[config.mk]
export PLATFORM = sky130hd
export DESIGN_NAME = uart_tx_stream
export DESIGN_NICKNAME = d
export VERILOG_FILES = /design/src/rtl/uart_tx_stream.sv
export SDC_FILE = /design/constraint.sdc
export NUM_CORES = 1
export LEC_CHECK = 0
export ABC_AREA = 0
export CAP_MARGIN = 20
export CORE_ASPECT_RATIO = 0.8
export CORE_UTILIZATION = 50
export CTS_CLUSTER_SIZE = 10
export DETAILED_ROUTE_END_ITERATION = 6
export PLACE_DENSITY = 0.71
export SLEW_MARGIN = 40
export SYNTH_ARGS = -nofsm -noshare
export SYNTH_HDL_FRONTEND = slang
export SYNTH_SLANG_ARGS = --single-unit
[constraint.sdc]
create_clock -name clk -period 4.6 [get_ports clk]
set_clock_uncertainty 0.1 [all_clocks]
set_input_delay 0.92 -clock clk [delete_from_list [all_inputs] [get_ports clk]]
set_output_delay 0.92 -clock clk [all_outputs]
set_load 0.05 [all_outputs]
[src/rtl/uart_tx_stream.sv]
// Word-wide UART transmitter: accepts a WORD_W-bit word on a valid/ready handshake and
// sends it as WORD_W/CHAR_W back-to-back frames, LS character first. Optional macro: UART_TX_PARITY_EN.
module uart_tx_stream #(
  parameter int CLOCK_FREQ   = 50000000,
  parameter int BAUD_RATE    = 115200,
  parameter int CLKS_PER_BIT = CLOCK_FREQ / BAUD_RATE,
  parameter int CHAR_W       = 8,
  parameter int WORD_W       = 16,
  parameter int STOP_BITS    = 1,
  parameter int PARITY_ODD   = 0
) (
  input  logic              clk,
  input  logic              rst,
  input  logic [WORD_W-1:0] in_data,
  input  logic              in_valid,
  output logic              in_ready,
  output logic              tx,
  output logic              busy,
  output logic              done
);

  localparam int NCHAR = WORD_W / CHAR_W;
  localparam int CNT_W = $clog2(CLKS_PER_BIT);
  localparam int BIT_W = $clog2(CHAR_W + 1);
  localparam int CHR_W = $clog2(NCHAR + 1);

  localparam logic [CNT_W-1:0] CNT_LAST  = CNT_W'(CLKS_PER_BIT - 1);
  localparam logic [BIT_W-1:0] DATA_LAST = BIT_W'(CHAR_W - 1);
  localparam logic [BIT_W-1:0] STOP_LAST = BIT_W'(STOP_BITS - 1);
  localparam logic [CHR_W-1:0] CHAR_LAST = CHR_W'(NCHAR - 1);

  localparam logic [2:0] S_IDLE   = 3'd0;
  localparam logic [2:0] S_START  = 3'd1;
  localparam logic [2:0] S_DATA   = 3'd2;
  localparam logic [2:0] S_STOP   = 3'd3;
`ifdef UART_TX_PARITY_EN
  localparam logic [2:0] S_PARITY = 3'd4;
  localparam logic       PAR_SENSE = (PARITY_ODD != 0);
`endif

  // Parameter sanity; an illegal combination stops elaboration.
  if (CLKS_PER_BIT < 2) begin : g_chk_cpb
    $error("uart_tx_stream: CLKS_PER_BIT must be >= 2");
  end
  if (CHAR_W < 5 || CHAR_W > 9 || (WORD_W % CHAR_W) != 0) begin : g_chk_width
    $error("uart_tx_stream: CHAR_W must be 5..9 and divide WORD_W");
  end
  if (STOP_BITS < 1 || STOP_BITS > 2 || PARITY_ODD < 0 || PARITY_ODD > 1) begin : g_chk_frame
    $error("uart_tx_stream: STOP_BITS must be 1..2 and PARITY_ODD 0..1");
  end

  logic [2:0]        state_q, state_d;
  logic [CNT_W-1:0]  clk_cnt_q, clk_cnt_d;
  logic [BIT_W-1:0]  bit_cnt_q, bit_cnt_d;
  logic [CHR_W-1:0]  char_cnt_q, char_cnt_d;
  logic              tx_q, tx_d;
  logic              done_q, done_d;
  logic [WORD_W-1:0] shreg_q, shreg_d;
`ifdef UART_TX_PARITY_EN
  logic              par_q, par_d;
`endif
  logic              bit_end;

  assign bit_end  = (clk_cnt_q == CNT_LAST);
  assign in_ready = (state_q == S_IDLE);
  assign busy     = ~in_ready;
  assign tx       = tx_q;
  assign done     = done_q;

  always_comb begin
    state_d    = state_q;
    clk_cnt_d  = bit_end ? '0 : clk_cnt_q + CNT_W'(1);
    bit_cnt_d  = bit_cnt_q;
    char_cnt_d = char_cnt_q;
    tx_d       = tx_q;
    done_d     = 1'b0;
    shreg_d    = shreg_q;
`ifdef UART_TX_PARITY_EN
    par_d      = par_q;
`endif
    case (state_q)
      S_IDLE: begin
        clk_cnt_d  = '0;
        bit_cnt_d  = '0;
        char_cnt_d = '0;
        tx_d       = 1'b1;
        if (in_valid) begin
          state_d = S_START;
          shreg_d = in_data;
          tx_d    = 1'b0;
        end
      end
      S_START: begin
        if (bit_end) begin
          state_d   = S_DATA;
          bit_cnt_d = '0;
          tx_d      = shreg_q[0];
`ifdef UART_TX_PARITY_EN
          par_d     = (^shreg_q[CHAR_W-1:0]) ^ PAR_SENSE;
`endif
        end
      end
      S_DATA: begin
        if (bit_end) begin
          // The whole word shifts, so the next character is already at bit 0.
          shreg_d = shreg_q >> 1;
          if (bit_cnt_q == DATA_LAST) begin
            bit_cnt_d = '0;
`ifdef UART_TX_PARITY_EN
            state_d   = S_PARITY;
            tx_d      = par_q;
`else
            state_d   = S_STOP;
            tx_d      = 1'b1;
`endif
          end else begin
            bit_cnt_d = bit_cnt_q + BIT_W'(1);
            tx_d      = shreg_q[1];
          end
        end
      end
`ifdef UART_TX_PARITY_EN
      S_PARITY: begin
        if (bit_end) begin
          state_d = S_STOP;
          tx_d    = 1'b1;
        end
      end
`endif
      S_STOP: begin
        if (bit_end) begin
          if (bit_cnt_q == STOP_LAST) begin
            bit_cnt_d = '0;
            if (char_cnt_q == CHAR_LAST) begin
              state_d = S_IDLE;
              done_d  = 1'b1;
              tx_d    = 1'b1;
            end else begin
              char_cnt_d = char_cnt_q + CHR_W'(1);
              state_d    = S_START;
              tx_d       = 1'b0;
            end
          end else begin
            bit_cnt_d = bit_cnt_q + BIT_W'(1);
          end
        end
      end
      default: begin
        state_d = S_IDLE;
        tx_d    = 1'b1;
      end
    endcase
  end

  always_ff @(posedge clk or posedge rst) begin
    if (rst) begin
      state_q    <= S_IDLE;
      clk_cnt_q  <= '0;
      bit_cnt_q  <= '0;
      char_cnt_q <= '0;
      tx_q       <= 1'b1;
      done_q     <= 1'b0;
    end else begin
      state_q    <= state_d;
      clk_cnt_q  <= clk_cnt_d;
      bit_cnt_q  <= bit_cnt_d;
      char_cnt_q <= char_cnt_d;
      tx_q       <= tx_d;
      done_q     <= done_d;
    end
  end

  // Payload registers carry no reset; they are always loaded before use.
  always_ff @(posedge clk) begin
    shreg_q <= shreg_d;
`ifdef UART_TX_PARITY_EN
    par_q   <= par_d;
`endif
  end

endmodule

==> reports/metrics.cfg, run 1 <==
[die]
fp.dieH_um=55.3
initial_core_util_pct=54.8
die_w_um=68.7
num_rows=18
design.die.area_sq_um=3800
io_pins=23
core_area_sq_um=3240

[power_and_ir_drop]
clockPowerShare_pct=16.2
seq_power_share_pct=41.3
ir_drop_mv=0.271
p_switching_w=0.000480
p_leak_nw=0.822
p_per_area_nw_per_um2=606
p_comb_share_pct=42.5
swShare_pct=37.0
p_int_w=0.000816

[critical_path]
cp-end-kind=output port
cp.arrival_ns=2.02
cpPeakStageDelay_ns=0.82
path_common_cell=inv_1
critPathKind=reg2out
cp_cell_sequence=inv_1, ha_1, inv_1, clkdlybuf4s50_1
worstPathMaxFanout=5
cp.required_ns=3.58
cp-start-kind=flop
cp_slowest_cell=clkdlybuf4s50_1

[yosys]
ys_ff_latch=35
syn-instance-count=147
ys_types=39
synth_nets=175
syn_area_per_cell_sq_um=12.1
ys_seq_area_share_pct=53.8
ys_warn_count=0
synth.cell_area_sq_um=1780

[cells_and_area]
area_growth_pct=20.4
nets=201
drive_above_1_share_pct=18.4
num_antenna_cells=0
nFillCells=257

[drt]
viasPerCell=5.50
num_vias=1176
drtPass1Iterations=4
antenna_left=0
wl_per_cell_um=14.3
routed_wl_mm=3.07
drt-initial-drc-count=121
drc_errors=0

[run_status]
outcome=finished clean

[place]
portBuffers=22
dpl.hpwl_mm=2.17
gp_congestion=0.823

[sta]
setup_violations=0
rsz0062_at_grt=no
tightestPinTransition_ns=0.709
relSlewSlack_pct=52.7
slew_violations=0
timing_hold_violations_final=0
fin_crit_sh_pct=66.1
whs_ns=0.423
period_needed_ns=3.04
finalSetupTns_ns=0
fmax_ghz=0.329

[clock_tree]
cts_resized=0
cts_sinks=35
numCtsBuffers=5
clk_latency_ns=0.29
h-tree-depth=2
cts_setup_buffers=0
clk_path_buf_depth=2
root_buffer=clkbuf_8
clk_pin_slew_worst_paths_ns=0.06
postCtsHoldBufs=0
cts_tree=done

[global_routing]
overflow=0
grt_max_degree=26
grtUsageTotal_pct=19.0
grt_pass1_wl_mm=5.23
antenna_found_initial=0
grt_pass1_vias=1208

[run]
maxCapViolCount=0

[worst_hold_path]
hold_path_class=reg2reg

==> cell type report <==
| cell class | count | area, sq um | area share [%] |
|---|---|---|---|
| flip-flops and latches | 35 | 957 | 44.7 |
| multi-input cells | 97 | 779 | 36.4 |
| repair buffers | 23 | 231 | 10.8 |
| clock buffers | 7 | 76.3 | 3.57 |
| well taps | 40 | 50.0 | 2.34 |
| inverters | 11 | 41.3 | 1.93 |
| clock inverters | 1 | 5.00 | 0.234 |
==> flip-flops by register name, summed over array words and instances, names as in the netlist <==
signal and cells:
shreg_q 16, done 1, char_cnt_q 2, clk_cnt_q 9, state_q 2, tx 1
bit_cnt_q 4
==> cells in the mapped netlist, drive strengths merged <==
| cell type | number | area, sq um |
|---|---|---|
| a211oi | 1 | 7.51 |
| a21o | 1 | 7.51 |
| a21oi | 4 | 20.0 |
| a221oi | 1 | 8.76 |
| a22oi | 1 | 7.51 |
| a311oi | 1 | 15.0 |
| a41oi | 1 | 8.76 |
| and2 | 2 | 12.5 |
| and3 | 1 | 6.26 |
| clkbuf | 4 | 15.0 |
| dfrtp | 18 | 450 |
| dfstp | 1 | 26.3 |
| edfxtp | 16 | 480 |
| ha | 9 | 113 |
| inv | 11 | 41.3 |
| mux2 | 17 | 191 |
| nand2 | 6 | 22.5 |
| nand3 | 6 | 30.0 |
| nand3b | 1 | 7.51 |
| nand4 | 2 | 12.5 |
| nor2 | 15 | 56.3 |
| nor2b | 1 | 6.26 |
| nor3 | 3 | 20.0 |
| nor4 | 2 | 27.5 |
| nor4b | 1 | 8.76 |
| o21a | 1 | 7.51 |
| o21ai | 5 | 25.0 |
| o31ai | 1 | 7.51 |
| o32a | 2 | 20.0 |
| o32ai | 1 | 16.3 |
| or2 | 1 | 6.26 |
| or3b | 1 | 8.76 |
| or4b | 1 | 13.8 |
| xnor2 | 6 | 52.6 |
| xor2 | 2 | 17.5 |
==> critical path: cells and delay by family (launching register included) <==
| family | cells | cell delay [ns] |
|---|---|---|
| flip-flops | 1 | 0.41 |
| adder cells (fa/ha/maj) | 1 | 0.27 |
| buffers and inverters | 3 | 1.06 |
==> layout by cell type (no fill, tap or decap), drive strengths merged, types with 2 or more instances in the layout <==
cell type	synthesis	final
o32a	2	2
o21ai	5	5
ha	9	9
nand2	6	6
nor2	15	15
and2	2	2
nand4	2	2
a21oi	4	4
clkdlybuf4s50	0	22
edfxtp	16	16
inv	11	11
dfrtp	18	18
nor4	2	2
nor3	3	3
xnor2	6	6
clkbuf	4	7
xor2	2	2
mux2	17	17
nand3	6	6
==> kinds of logic (layout without fill, tap and decap cells) <==
kind of cell	after synthesis	in the layout	synth area share [%]
compound gates	20	20	8.52
xor+xnor	8	8	3.94
fa+ha+maj	9	9	6.33
buf+inv	15	42	3.17
flops	35	35	53.8
mux	17	17	10.8
simple gates	43	43	13.4
==> power by group through the flow <==
stage / logic, W / clock network, W / registers [W]
2_1_floorplan: 0.000393 / 0 / 0.000542
3_3_place_gp: 0.000513 / 0 / 0.000536
3_5_place_dp: 0.000534 / 0 / 0.000541
4_1_cts: 0.000538 / 0.000216 / 0.000536
5_1_grt: 0.000610 / 0.000228 / 0.000550
6_report: 0.000551 / 0.000210 / 0.000536
==> final timing paths <==
path | start | end | slack [ns] | cells past startpoint
min reg2reg | clk_cnt_q[0] | clk_cnt_q[0] | 0.42 | 1
min | clk_cnt_q[0] | clk_cnt_q[0] | 0.42 | 1
min in group asynchronous | rst | bit_cnt_q[3] | 0.94 | 2
max reg2reg | clk_cnt_q[3] | shreg_q[14] | 2.16 | 4
max | state_q[0] | busy | 1.56 | 4
max in group asynchronous | rst | char_cnt_q[1] | 3.00 | 2
==> metrics by stage <==
stage          std cells  instance area (sq um)  util, %  total power, W  worst slack, ns
2_1_floorplan        147                   1780        -        0.000935             1.32
3_3_place_gp         205                   2040     62.8         0.00105             1.65
3_5_place_dp         205                   2050     63.2         0.00108             1.89
4_1_cts              213                   2130     65.7         0.00129             1.58
5_1_grt              214                   2140     66.0         0.00139             1.49
6_report             214                   2140     66.0         0.00130             1.56
==> layer usage <==
layer / share of wire (%) / GRT usage, %
met1: 47 / 24.0
met2: 47 / 29.3
met3: 4.2 / 5.58
met4: 2.0 / 8.93
met5: 0 / 0
(Power assumes the default switching activity.)
==> run 2: changes to the inputs <==
--- a/config.mk
+++ b/config.mk
@@ -8,10 +8,10 @@
 export ABC_AREA = 0
 export CAP_MARGIN = 20
 export CORE_ASPECT_RATIO = 0.8
-export CORE_UTILIZATION = 50
+export CORE_UTILIZATION = 49
 export CTS_CLUSTER_SIZE = 10
 export DETAILED_ROUTE_END_ITERATION = 6
-export PLACE_DENSITY = 0.71
+export PLACE_DENSITY = 0.73
 export SLEW_MARGIN = 40
 export SYNTH_ARGS = -nofsm -noshare
 export SYNTH_HDL_FRONTEND = slang
==> constraint.sdc (replaced) <==
create_clock -name clk -period 2.5 [get_ports clk]
set_clock_uncertainty 0.1 [all_clocks]
set_input_delay 0.5 -clock clk [delete_from_list [all_inputs] [get_ports clk]]
set_output_delay 0.5 -clock clk [all_outputs]
set_load 0.05 [all_outputs]
==> run 2 against run 1 <==
Compared with the run above: wire length grew 1.2%; worst setup slack lost 1.3 ns; via count grew 0.51%; power grew 97%; cell count grew 1.4%; clock power grew to 2.6 times the previous value; design area grew 2.3%; register-to-register slack lost 1.9 ns; critical path type is now reg2reg; largest power group unchanged; highest routed layer unchanged.
==> reports/metrics.cfg, run 2 (same netlist as run 1, synthesis figures left out) <==
[global_routing]
gr-usage-met1_pct=22.4  ; was 24.0%
met2_usage_pct=30.4  ; was 29.3%
met3_usage_pct=4.71  ; was 5.58%
overflow=0  ; unchanged
grtUsageTotal_pct=17.9  ; was 19.0%
antenna_found_initial=0  ; unchanged
grt_pass1_vias=1172  ; was 1,208
top_usage_layer=met2  ; unchanged
grt_max_degree=20  ; was 26
grt_pass1_wl_mm=5.42  ; was 5.23 mm

[critical_path]
critPathKind=reg2reg  ; was reg2out
cp-start-kind=flop  ; unchanged
cp.required_ns=2.37  ; was 3.58 ns
cp-end-kind=flop  ; was output port
worstPathMaxFanout=16  ; was 5
cp.arrival_ns=2.11  ; was 2.02 ns

[clock_tree]
h-tree-depth=2  ; unchanged
numCtsBuffers=5  ; unchanged
postCtsHoldBufs=0  ; unchanged
root_buffer=clkbuf_8  ; unchanged
cts_setup_buffers=0  ; unchanged
cts_tree=done  ; unchanged
clk_pin_slew_worst_paths_ns=0.07  ; was 0.06 ns
cts_sinks=35  ; unchanged
clk_latency_ns=0.28  ; was 0.29 ns
clk_path_buf_depth=2  ; unchanged
cts_resized=0  ; unchanged

[sta]
tightestPinTransition_ns=0.680  ; was 0.709 ns
relSlewSlack_pct=54.4  ; was 52.7%
finalSetupTns_ns=0  ; unchanged
period_needed_ns=2.24
setup_violations=0  ; unchanged
timing_hold_violations_final=0  ; unchanged
fmax_ghz=0.447
slew_violations=0  ; unchanged
whs_ns=0.418  ; was 0.423 ns
rsz0062_at_grt=no  ; unchanged
fin_crit_sh_pct=89.5

[die]
initial_core_util_pct=51.6  ; was 54.8%
num_rows=19  ; was 18
io_pins=23  ; unchanged
core_area_sq_um=3450  ; was 3240 sq um
design.die.area_sq_um=3870  ; was 3800 sq um
fp.dieH_um=55.9  ; was 55.3 um
die_w_um=69.3  ; was 68.7 um

[cells_and_area]
largest_registers=shreg_q: 16 flops, clk_cnt_q: 9 flops, bit_cnt_q: 4 flops  ; unchanged
area_growth_pct=23.2  ; was 20.4%
largest_reg_flops=16  ; unchanged
top_register=shreg_q  ; unchanged
final_cell_mix=clkdlybuf4s50_1 (20), dfrtp_1 (18), mux2_2 (16), edfxtp_1 (16), nor2_1 (15)  ; was clkdlybuf4s50_1 (22), dfrtp_1 (18), mux2_2 (16), edfxtp_1 (16), nor2_1 (15)
drive_above_1_share_pct=20.6  ; was 18.4%
final_common_cell=clkdlybuf4s50_1  ; unchanged
final_cell_area_sq_um=2190  ; was 2140 sq um
nets=202  ; was 201
num_antenna_cells=0  ; unchanged

[power_and_ir_drop]
p_int_w=0.00166  ; was 0.000816 W
p_per_area_nw_per_um2=1170  ; was 606 nW/um^2
p_comb_share_pct=39.8  ; was 42.5%
seq_power_share_pct=38.5  ; was 41.3%
p_switching_w=0.000896  ; was 0.000480 W
ir_drop_mv=0.664  ; was 0.271 mV
swShare_pct=35.0  ; was 37.0%
clockPowerShare_pct=21.6  ; was 16.2%
p_leak_nw=0.846  ; was 0.822 nW

[drt]
viasPerCell=5.45  ; was 5.50
antenna_left=0  ; unchanged
wl_per_cell_um=14.3  ; about the same
drt-initial-drc-count=31  ; was 121
num_vias=1182  ; was 1,176
drc_errors=0  ; unchanged
drtPass1Iterations=4  ; unchanged
routed_wl_mm=3.10  ; was 3.07 mm

[run_status]
outcome=finished clean  ; unchanged

[run]
maxCapViolCount=0  ; unchanged

[worst_hold_path]
hold_path_class=reg2reg  ; unchanged

[place]
gp_congestion=0.793  ; was 0.823
portBuffers=22  ; unchanged
dpl.hpwl_mm=2.35  ; was 2.17 mm
place_area_sq_um=2060  ; was 2050 sq um

[run 2: cell count changes in the layout (fill, tap and decap cells not counted), sizes merged]
cell | previous run | this run
bufinv | 0 | 1
clkdlybuf4s50 | 22 | 20
buf | 1 | 4
clkinvlp | 0 | 1
inv | 11 | 9
[run 2: final timing paths]
check,cells after the start,from,slack [ns],to
setup / recovery,4,clk_cnt_q[3],0.26,shreg_q[7]
hold / removal,1,clk_cnt_q[0],0.42,clk_cnt_q[0]
setup reg to reg,4,clk_cnt_q[3],0.26,shreg_q[7]
hold reg to reg,1,clk_cnt_q[0],0.42,clk_cnt_q[0]
max in group asynchronous,2,rst,1.50,tx
min in group asynchronous,2,rst,0.44,bit_cnt_q[1]
[run 2: routing by layer]
| layer | share of wire [%] | up-vias |
|---|---|---|
| met5 | 0 | - |
| met4 | 1.1 | 0 |
| met3 | 3.1 | 5 |
| met2 | 49 | 17 |
| met1 | 47 | 580 |
| li1 | - | 580 |
[run 2: layout make-up]
| cell class | count | area [sq um] |
|---|---|---|
| fill | 268 | 1260 |
| timing repair buffer | 24 | 230 |
| multi-input combinational | 97 | 777 |
| clock buffer | 7 | 97.6 |
| inverter | 11 | 45.0 |
| sequential | 35 | 957 |
| clock inverter | 1 | 30.0 |
| tap | 42 | 52.6 |
[run 2: power by group through the flow]
stage                     Combinational (W)  Clock, W  Sequential [W]
after floorplan                    0.000752         0        0.000992
after global placement             0.000982         0        0.000984
after detailed placement            0.00103         0        0.000998
after CTS                           0.00103  0.000564        0.000988
after global routing                0.00112  0.000587         0.00101
final                               0.00102  0.000554        0.000986
[run 2: critical path: stages, from the launching register on]
cell      delay, ns
dfrtp_1        0.43
or4b_4         0.58
or2_1          0.31
a211oi_4       0.23
buf_4          0.27
[run 2: stage by stage]
stage                     util, %  total power [W]  worst slack, ns  cells
after floorplan                 -          0.00174        -0.000230    147
after global placement       59.8          0.00197            0.312    209
after detailed placement     59.8          0.00203            0.273    209
after CTS                    63.5          0.00258            0.259    217
after global routing         63.5          0.00272            0.188    217
final                        63.5          0.00256            0.261    217
